==> src/rtl/fetch_stage_if.sv <==
// Instruction-memory read port shared by fetch_stage and its memory.
// master: the fetch stage issuing reads; slave: the memory answering them.
interface fetch_stage_if;
  logic        imem_req;
  logic [31:0] imem_addr;
  logic        imem_ack;
  logic [31:0] imem_rdata;

  modport master (
    output imem_req,
    output imem_addr,
    input  imem_ack,
    input  imem_rdata
  );

  modport slave (
    input  imem_req,
    input  imem_addr,
    output imem_ack,
    output imem_rdata
  );
endinterface

==> src/rtl/fetch_stage.sv <==
// Instruction fetch stage: requests the word at pc, holds it for decode until
// released by a deasserted stall, and stops for good on an all-zero word.
// Optional feature macro: FETCH_PERF_CNT_EN adds retire_cnt and stall_cnt.
module fetch_stage #(
  parameter logic [31:0] RESET_PC = 32'h0000_0000
) (
  input  logic          clk,
  input  logic          rst_n,
  input  logic [31:0]   next_pc,
  input  logic          stall,
  fetch_stage_if.master mem,
  output logic [31:0]   pc,
  output logic [31:0]   i_fetch,
  output logic          fetch_valid,
  output logic          halted
`ifdef FETCH_PERF_CNT_EN
  ,
  output logic [31:0]   retire_cnt,
  output logic [31:0]   stall_cnt
`endif
);

  typedef enum logic [1:0] {
    StIdle  = 2'd0,
    StReq   = 2'd1,
    StValid = 2'd2,
    StHalt  = 2'd3
  } state_e;

  state_e      state_q, state_d;
  logic [31:0] pc_q, pc_d;
  logic [31:0] insn_q, insn_d;
  logic        insn_is_halt;
  logic        retire;
  logic        hold;

  assign insn_is_halt = (insn_q == 32'h0000_0000);
  // A held non-halt word either leaves for the next fetch or waits on stall.
  assign retire       = (state_q == StValid) && !insn_is_halt && !stall;
  assign hold         = (state_q == StValid) && !insn_is_halt && stall;

  // State, pc and instruction registers; reset takes effect immediately.
  always_ff @(posedge clk or negedge rst_n) begin
    if (!rst_n) begin
      state_q <= StIdle;
      pc_q    <= RESET_PC;
      insn_q  <= 32'h0000_0000;
    end else begin
      state_q <= state_d;
      pc_q    <= pc_d;
      insn_q  <= insn_d;
    end
  end

  // Next-state logic; imem_ack only matters while a request is outstanding.
  always_comb begin
    state_d = state_q;
    pc_d    = pc_q;
    insn_d  = insn_q;
    unique case (state_q)
      StIdle: state_d = StReq;
      StReq: begin
        if (mem.imem_ack) begin
          insn_d  = mem.imem_rdata;
          state_d = StValid;
        end
      end
      StValid: begin
        if (insn_is_halt) begin
          state_d = StHalt;
        end else if (!stall) begin
          // Word-align the target; 32-bit arithmetic wraps naturally.
          pc_d    = {next_pc[31:2], 2'b00};
          state_d = StReq;
        end
      end
      StHalt: state_d = StHalt;
      default: state_d = StIdle;
    endcase
  end

  // Outputs decoded straight from registered state.
  always_comb begin
    mem.imem_req  = (state_q == StReq);
    mem.imem_addr = pc_q;
    pc            = pc_q;
    i_fetch       = insn_q;
    fetch_valid   = (state_q == StValid) || (state_q == StHalt);
    halted        = (state_q == StHalt);
  end

`ifdef FETCH_PERF_CNT_EN
  logic [31:0] retire_cnt_q;
  logic [31:0] stall_cnt_q;

  // Performance counters; both wrap at 2^32.
  always_ff @(posedge clk or negedge rst_n) begin
    if (!rst_n) begin
      retire_cnt_q <= 32'h0;
      stall_cnt_q  <= 32'h0;
    end else begin
      if (retire) retire_cnt_q <= retire_cnt_q + 32'h1;
      if (hold)   stall_cnt_q  <= stall_cnt_q + 32'h1;
    end
  end

  assign retire_cnt = retire_cnt_q;
  assign stall_cnt  = stall_cnt_q;
`else
  logic unused_cnt;
  assign unused_cnt = retire ^ hold;
`endif

endmodule

==> src/flat_wrapper.sv <==
// flat-port wrapper written by rule: the top's interface ports become plain ports
module fetch_stage_flat 
#(
  parameter logic [31:0] RESET_PC = 32'h0000_0000
)
  (clk, rst_n, next_pc, stall, pc, i_fetch, fetch_valid, halted, mem_imem_req, mem_imem_addr, mem_imem_ack, mem_imem_rdata);
  fetch_stage_if mem_i ();
  input  logic clk;
  input  logic rst_n;
  input  logic [31:0] next_pc;
  input  logic stall;
  output logic [31:0] pc;
  output logic [31:0] i_fetch;
  output logic fetch_valid;
  output logic halted;
  output wire logic [$bits(mem_i.imem_req)-1:0] mem_imem_req;
  output wire logic [$bits(mem_i.imem_addr)-1:0] mem_imem_addr;
  input wire logic [$bits(mem_i.imem_ack)-1:0] mem_imem_ack;
  input wire logic [$bits(mem_i.imem_rdata)-1:0] mem_imem_rdata;
  assign mem_imem_req = mem_i.imem_req;
  assign mem_imem_addr = mem_i.imem_addr;
  assign mem_i.imem_ack = mem_imem_ack;
  assign mem_i.imem_rdata = mem_imem_rdata;
  fetch_stage #(.RESET_PC(RESET_PC)) u_core (.clk(clk), .rst_n(rst_n), .next_pc(next_pc), .stall(stall), .mem(mem_i), .pc(pc), .i_fetch(i_fetch), .fetch_valid(fetch_valid), .halted(halted));
endmodule
==> config.mk <==
export PLATFORM = sky130hd
export DESIGN_NAME = fetch_stage_flat
export DESIGN_NICKNAME = d
export VERILOG_FILES = /design/src/rtl/fetch_stage_if.sv /design/src/rtl/fetch_stage.sv /design/src/flat_wrapper.sv
export SDC_FILE = /design/constraint.sdc
export NUM_CORES = 1
export LEC_CHECK = 0
export ABC_AREA = 1
export CORE_AREA = 2 2 141 74
export DETAILED_ROUTE_END_ITERATION = 10
export DIE_AREA = 0 0 143 76
export PLACE_DENSITY = 0.67
export RECOVER_POWER = 25
export SETUP_SLACK_MARGIN = 0.3
export SLEW_MARGIN = 20
export SYNTH_ARGS = -nofsm -noshare
export SYNTH_HDL_FRONTEND = slang
export SYNTH_SLANG_ARGS = --single-unit
==> constraint.sdc <==
create_clock -name clk -period 3.6 [get_ports clk]
set_clock_uncertainty 0.1 [all_clocks]
set_input_delay 0.72 -clock clk [delete_from_list [all_inputs] [get_ports clk]]
set_output_delay 0.72 -clock clk [all_outputs]
set_load 0.05 [all_outputs]
# ---- After elaboration in Yosys (flattened, before gate mapping)
# Index checks and enable logic that the tools add are counted.
# Widths: inputs -> output; s select.
dict set report totals {
  reg_bits 64
  latchBits 0
  ram_bits 0
  rom_bits 0
  output_inout_bits 99
  word_cells 20
  mem_count 0
}
dict set report op_classes {
  add_sub_neg 0
  multipliers 0
  div_mod_pow 0
  magnitude_cmp 0
  eq_ne 5
  shifts 0
  muxes 4
  bitwise 2
  n_reduce_logical 6
}
# operator count
set ops {}
lappend ops {{$logic_not 32->1} 1}
lappend ops {{$pmux 2 s4} 1}
lappend ops {{$mux 2} 3}
lappend ops {{$eq 2x2->1 const B} 2}
lappend ops {{$reduce_and 2->1} 2}
lappend ops {{$ne 3x2->1 const B} 1}
lappend ops {{$reduce_and 3->1} 1}
lappend ops {{$eq 2x1->1 const B} 1}
lappend ops {{$logic_not 2->1} 1}
lappend ops {{$ne 2x1->1 const B} 1}
lappend ops {{$not 1->1} 2}
lappend ops {{$logic_or 1x1->1} 1}

# ---- Longest topological paths before layout
dict set report depth {
  word_depth 3
  depth_mapped 10
}

# ---- Worst setup path before layout
# No wires, ideal clock.
dict set report synth_timing {
  path_kind {register to output}
  startpoint {reg u_core.pc_q[10] (netlist: u_core.mem.imem_addr[10])}
  endpoint {out pc[10]}
  arrival_ns 0.904
  slack_ns 1.876
  stages_incl_launch_ff 2
  n_path_buf 1
  cell_sequence {dfrtp_1 > buf_4}
}
# element line
set synth_rtl {}
lappend synth_rtl {{start, declared} fetch_stage.sv:31} ;# logic [31:0] pc_q, pc_d;
lappend synth_rtl {{start signal, assigned} fetch_stage.sv:50} ;# pc_q <= pc_d;
lappend synth_rtl {{end, declared} flat_wrapper.sv:12} ;# output logic [31:0] pc;
# No word-level cell between the ends.

# ---- Final worst setup path
dict set report layout_timing {
  startpoint {reg u_core.state_q[1]}
  endpoint {out mem_imem_req}
}
dict set report layout_between {
  elab_chain_cells 1
}
# element line
set layout_lines {}
lappend layout_lines {{start, declared} fetch_stage.sv:30} ;# state_e state_q, state_d;
lappend layout_lines {{start signal, assigned} fetch_stage.sv:45} ;# state_q <= StIdle;
lappend layout_lines {{start signal, assigned} fetch_stage.sv:49} ;# state_q <= state_d;
lappend layout_lines {{$eq 2x1->1} fetch_stage.sv:84} ;# mem.imem_req = (state_q == StReq);
lappend layout_lines {{end, declared} flat_wrapper.sv:16} ;# output wire logic [$bits(mem_i.imem_req)-1:0] mem_imem_req;
# Every way passes these cells.

==> out/qor.csv <==
stage,metric,value,unit
setup_path,"Buf+Inv Stages, Crit Path",3,
synth,"Seq/Total Area, Yosys",53.3,%
layout,fillers,909,
timing,FMAX,381,MHz
clock_tree,Post-CTS Setup Bufs,0,
setup_path,CP max FO,5,
setup_path,Worst Reg-to-Reg Cells,9,
setup_path,crit path kind,flip-flop to output port,
layout,non-filler instance count after layout,616,
timing,Final Cycle Share,73.0,%
clock_tree,number of gates resized after cts,0,
placed_design,Placer Congestion,0.780,
synth,"Avg Cell Area, Syn",8.64,um^2
layout,antenna cells,0,
drt,initial DRC count,85,
setup_path,CP max stage cell,clkdlybuf4s50_1,
worst_hold_path,hold_sp,u_core.mem.imem_addr[8],
setup_path,reg2reg end,u_core.mem.imem_addr[2],
drt,ANT nets after route,0,
timing,post-layout min period,2.63,ns
worst_hold_path,hold endpoint,u_core.mem.imem_addr[8],
global_routing,GRT Total Usage,16.0,%
setup_path,beginning of the worst register-to-register path,u_core.i_fetch[2],
timing,max-slew violations,44,
clock_tree,clock root cell,clkbuf_16,
placed_design,DP Worst Slack,1.09,ns
flow_run,max_cap viols,1,
floorplan,die area,10900,um^2
floorplan,IO Pins,167,
floorplan,Row Count,26,
drt,"wirelength, routed",8480,um
drt,DRC Markers,0,
clock_tree,# hold bufs at CTS,0,
floorplan,Die Width,143,um
setup_path,crit end category,output port,
global_routing,largest net degree at the start of global routing,58,
outcome,status,"finished, violations left",
drt,Vias,2714,
drt,First-pass DRT Iterations,4,
clock_tree,CTS tree,built,
setup_path,max incr delay on CP,0.81,ns
timing,final setup vio count,0,
global_routing,vias in the first global route,2687,
floorplan,core area,9790,um^2
pwr,PD cells,349,nW/um^2
timing,Slew HR,-54.9,%
clock_tree,Skew-Pair Late Insertion Delay,0.32,ns
setup_path,Worst path most repeated cell,inv_2,
timing,measured slew at the worst slew-check pin,2.32,ns
floorplan,Initial Util,30.7,%
timing,setup ws final,0.972,ns
floorplan,die height,76,um
setup_path,CP startpoint kind,flip-flop,
layout,Final nets,539,
synth,synthesized flop and latch total,64,
clock_tree,Max clock buf depth,2,
worst_hold_path,worst hold path depth,2,
layout,layout cell share with drive strength beyond 1,4.83,%
drt,routed length per instance,13.8,um
setup_path,worst path cell trace,inv_2 > nand2_1 > inv_2 > clkdlybuf4s50_1,
clock_tree,CTS sink cnt,64,
drt,vias per cell,4.41,
worst_hold_path,worst min path class,flip-flop to flip-flop,
synth,Post-Syn Area,3010,um^2
outcome,failing checks,"capacitance limit, slew limit",
global_routing,first-pass GRT wire length,13600,um
timing,Setup TNS Final,0,ns
setup_path,flop-to-flop setup slack,1.40,ns
global_routing,total grt overflow,0,
synth,count of cell types in the netlist,20,
timing,RSZ-0062 raised after global routing,false,
placed_design,Port Buf Inserts,160,
synth,number of warnings issued by yosys,0,
placed_design,post-detail-place hpwl,6260,um
placed_design,placed cell count,600,
pwr,peak supply drop,195,uV
global_routing,initial antenna violation count,0,
synth,Synth Instances,348,
pwr,leakage,0.00217,uW
timing,final count of hold timing violations,0,
setup_path,Critical Path AT,1.81,ns
clock_tree,CTS Buf Count,9,
clock_tree,"Clk pin slew, worst setup/hold paths",0.05,ns
setup_path,family with the most delay on the worst path,buffers and inverters,
setup_path,worst endpoint required time,2.78,ns
clock_tree,Max H-tree Level,3,
layout,Synth-to-Final Area Change,56.4,%
## sequential cells by signal, summed over array words and instances (netlist names)
| register | flops |
|---|---|
| u_core.i_fetch | 32 |
| u_core.state_q | 2 |
| u_core.mem.imem_addr | 30 |
## how the worst max path moves through the flow
stage,cells after the start,slack (ns),from,endpoint
2_1_floorplan,1,1.88,u_core.mem.imem_addr[10],pc[10]
3_3_place_gp,6,1.20,stall,u_core.mem.imem_addr[9]
3_5_place_dp,4,1.09,mem_imem_ack,u_core.i_fetch[7]
4_1_cts,4,0.95,u_core.state_q[1],mem_imem_req
5_1_grt,1,0.58,rst_n,u_core.i_fetch[16]
6_report,4,0.97,u_core.state_q[1],mem_imem_req
## cell usage after synthesis (all sizes together)
cell	n	area share, %
nand3	4	1.1
buf	47	12
inv	29	3.6
clkbuf	6	0.75
a31oi	1	0.42
nand4	31	6.5
o21ai	25	4.2
nor2	13	1.9
nand2	127	16
dfrtp	64	53
conb	1	0.12
## worst min-delay path, delay by kind of cell (launching register included)
kind | cells | cell delay (ns)
flip-flops | 1 | 0.36
AND/OR/NAND/NOR | 2 | 0.11
## through the flow
step | util, % | area (um^2) | total power, uW | hold WS, ns
detailed placement | 45.1 | 4420 | 836 | 0.392
global placement | 45.1 | 4420 | 835 | 0.380
CTS | 48.0 | 4700 | 1670 | 0.405
global route | 48.0 | 4700 | 1720 | 0.434
floorplan | - | 3020 | 750 | 0.324
finish | 48.0 | 4700 | 1640 | 0.398
## cells by family (layout without fill, tap and decap cells)
logic type             Yosys count  in the layout  synth area share, %
AO/OA/AOI/OAI                   26             26                 4.58
AND/OR/NAND/NOR                175            175                 25.6
other                            1              4                0.125
buffers and inverters           82            207                 16.4
flip-flops                      64             64                 53.3
## layout by cell type (no fill, tap or decap)
| cell | synthesis | routed |
|---|---|---|
| dfrtp_1 | 64 | 64 |
| clkdlybuf4s50_1 | 0 | 159 |
| o21ai_1 | 9 | 9 |
| a31oi_2 | 1 | 1 |
| o21ai_0 | 16 | 16 |
| nand2_4 | 1 | 1 |
| nand2_1 | 125 | 125 |
| nor2_1 | 12 | 12 |
| nor2_4 | 1 | 1 |
| clkinv_2 | 0 | 3 |
| nand2_2 | 1 | 1 |
| nand3_4 | 1 | 1 |
| inv_1 | 26 | 26 |
| clkbuf_16 | 0 | 9 |
| nand4_1 | 31 | 31 |
| nand3_1 | 3 | 3 |
| buf_4 | 34 | 2 |
| inv_2 | 3 | 3 |
| clkbuf_1 | 6 | 4 |
| conb_1 | 1 | 4 |
| bufinv_16 | 0 | 1 |
## final cells by class
cell class / instances / area [um^2] / area share, %
tap: 140 / 175 / 3.73
sequential: 64 / 1600 / 34.1
multi-input combinational: 205 / 922 / 19.6
clock inverter: 4 / 45.0 / 0.958
timing repair buffer: 162 / 1610 / 34.3
inverter: 29 / 109 / 2.32
clock buffer: 12 / 236 / 5.03
## power breakdown
part / leakage [uW] / total, uW / internal, uW / switching, uW
clock network: 0.000140 / 818 / 532 / 287
registers: 0.000759 / 720 / 720 / 0
logic: 0.00128 / 102 / 62.0 / 40.3
total: 0.00217 / 1640 / 1310 / 327
## metal layers
layer | global-route usage (%) | wire length (um) | vias to the layer above
li1 | - | - | 1311
met1 | 22.2 | 4080 | 1303
met2 | 24.1 | 3740 | 93
met3 | 4.97 | 579 | 7
met4 | 4.36 | 86 | 0
met5 | 0 | 0 | -
(Power assumes the default switching activity.)
==> edit, RTL diff (same settings) <==
Re-encode `state_e` (4 states) as one-hot, 4 bits wide.
--- a/src/rtl/fetch_stage.sv
+++ b/src/rtl/fetch_stage.sv
@@ -21,9 +21,9 @@
 );
 
-  typedef enum logic [1:0] {
-    StIdle  = 2'd0,
-    StReq   = 2'd1,
-    StValid = 2'd2,
-    StHalt  = 2'd3
+  typedef enum logic [3:0] {
+    StIdle  = 4'b0001,
+    StReq   = 4'b0010,
+    StValid = 4'b0100,
+    StHalt  = 4'b1000
   } state_e;
 
Function: same outputs for any inputs over 10 cycles, from zero or initial values and one cycle with rst_n low; not proved beyond that.
==> edit against the unedited design <==
The run still ends with max-capacitance violations, max-slew violations left. Sequential cell count up 2. Synthesized area rose by 6.4%. Cell count grew 4.9%. Synthesized cell count grew 6.3%. Design area grew 5.3%. Worst setup slack worse by 0.36 ns. Hold slack worse by 0.11 ns. Core utilization increased by 2.5 points. Routed wire length down 9.5%.
Power is left out: it rests on default switching activity, and per cell area and clock period it moved more than threefold.
==> edit: results (changes against the unedited design) <==
[outcome]
run_status = complete, but fails checks
failed_checks = max-capacitance violations, max-slew violations

[synth]
yosys.cell_types.count = 22  ; +10%
synth-warning-count = 0  ; unchanged
seq_area_frac_synth = 0.517  ; -0.0159
synth_top_cells_by_area = sky130_fd_sc_hd__dfrtp_1, sky130_fd_sc_hd__nand2_1, sky130_fd_sc_hd__buf_4
synth.top_cells.by_count = sky130_fd_sc_hd__nand2_1, sky130_fd_sc_hd__dfrtp_1, sky130_fd_sc_hd__inv_1
async_flop_share = 1.00  ; unchanged

[detailed_routing]
drt-pass1-iter-count = 4  ; unchanged
drt-initial-drc-count = 87  ; +2.4%
drt-vias-per-instance = 4.04  ; -8.2%
route.final.wire_length_mm = 7.68  ; -9.5%

[clock_network]
post-cts-setup-buffer-count = 0  ; unchanged
cts.path.max_buffers = 2  ; unchanged
tritoncts.num_buffers = 9  ; unchanged
later_pin_clock_latency_in_the_skew_report_ns = 0.32  ; about the same
cts.reportedPaths.clkPinSlew_ns = 0.06
clock_tree.root_cell = sky130_fd_sc_hd__clkbuf_16
cts_repair_resize_count = 0  ; unchanged
cts-htree-levels = 3  ; unchanged

[critical_path]
critical_path.max_fanout = 4  ; -1
critical_path_arrival_ns = 2.16  ; +0.35 ns

[placement]
number_of_i_o_port_buffers = 160  ; unchanged
dp_wirelength_mm = 5.86  ; -6.3%
routabilityCongestion = 0.773  ; -0.91%

[cells_and_area]
largest_reg_flops = 32  ; unchanged
layout.nets = 569  ; +5.6%
antennaDiodeCount = 0  ; unchanged
layout-drive-gt1-share = 0.109  ; +0.0604

[global_routing]
grt_pass1_wl_mm = 12.4  ; -8.7%
first_global_vias = 2559  ; -4.8%
antenna_found_initial = 0  ; unchanged
grt_start_max_net_pins = 61  ; +5.2%
track_usage = 0.147  ; -0.0122

[timing]
max_slew_margin = -0.00736  ; +0.542
final_max_slew_viol_count = 31  ; -30%

[hold_path]
hold_path.class = in2async

[run]
drv.max_cap_violation_count = 1  ; unchanged

==> edit: per-layer routing <==
layer  part of all wire  vias to the layer above  track usage
li1                   -                     1332            -
met4             0.0094                        0       0.0505
met3              0.064                        8       0.0465
met1               0.49                     1174        0.204
met2               0.43                       98        0.218
met5                  0                        -            0
==> edit: final cells by class <==
type | count | area [um2]
inverter | 46 | 174
sequential | 66 | 1650
tap | 140 | 175
clock buffer | 10 | 239
fill | 900 | 4840
multi-input combinational | 215 | 1010
timing repair buffer | 163 | 1610
clock inverter | 6 | 88.8
==> edit: cells by family after synthesis <==
group | share of synthesized area
AND/OR/NAND/NOR | 0.227
buffers and inverters | 0.171
flip-flops | 0.517
other | 0.00117
AO/OA/AOI/OAI | 0.0830
==> edit: worst max-delay path, stage by stage (launching register included) <==
cell and delay [ns]:
sky130_fd_sc_hd__dfrtp_1 0.38, sky130_fd_sc_hd__inv_1 0.11, sky130_fd_sc_hd__nand2_1 0.12, sky130_fd_sc_hd__nor3_4 0.24
sky130_fd_sc_hd__inv_1 0.09, sky130_fd_sc_hd__nand2_1 0.09, sky130_fd_sc_hd__clkdlybuf4s50_1 0.81
==> edit: through the flow <==
| stage | hold slack, ns | setup WS, ns | util | std cells | area (um2) |
|---|---|---|---|---|---|
| 2_1_floorplan | 0.324 | 0.563 | - | 373 | 3210 |
| 3_3_place_gp | 0.390 | 0.998 | 0.473 | 630 | 4630 |
| 3_5_place_dp | 0.397 | 0.944 | 0.473 | 630 | 4630 |
| 4_1_cts | 0.149 | 0.575 | 0.506 | 646 | 4960 |
| 5_1_grt | 0.324 | 0.467 | 0.505 | 646 | 4950 |
| 6_report | 0.291 | 0.616 | 0.505 | 646 | 4950 |
==> edit: worst paths after layout <==
check                                                     startpoint                                    to  slack, ns  depth (start not counted)
worst min-delay path                                           rst_n  u_core.mem.imem_addr[31]$_DFFE_PN0P_       0.29                          1
worst max register to register        u_core.i_fetch[25]$_DFFE_PN0P_   u_core.mem.imem_addr[9]$_DFFE_PN0P_       1.50                          7
worst max-delay path                   u_core.state_q[1]$_DFFE_PN0P_                           fetch_valid       0.62                          6
worst min register to register  u_core.mem.imem_addr[30]$_DFFE_PN0P_  u_core.mem.imem_addr[30]$_DFFE_PN0P_       0.41                          2
max in group asynchronous                                      rst_n  u_core.mem.imem_addr[19]$_DFFE_PN0P_       1.29                          2
min in group clk                u_core.mem.imem_addr[30]$_DFFE_PN0P_  u_core.mem.imem_addr[30]$_DFFE_PN0P_       0.41                          2
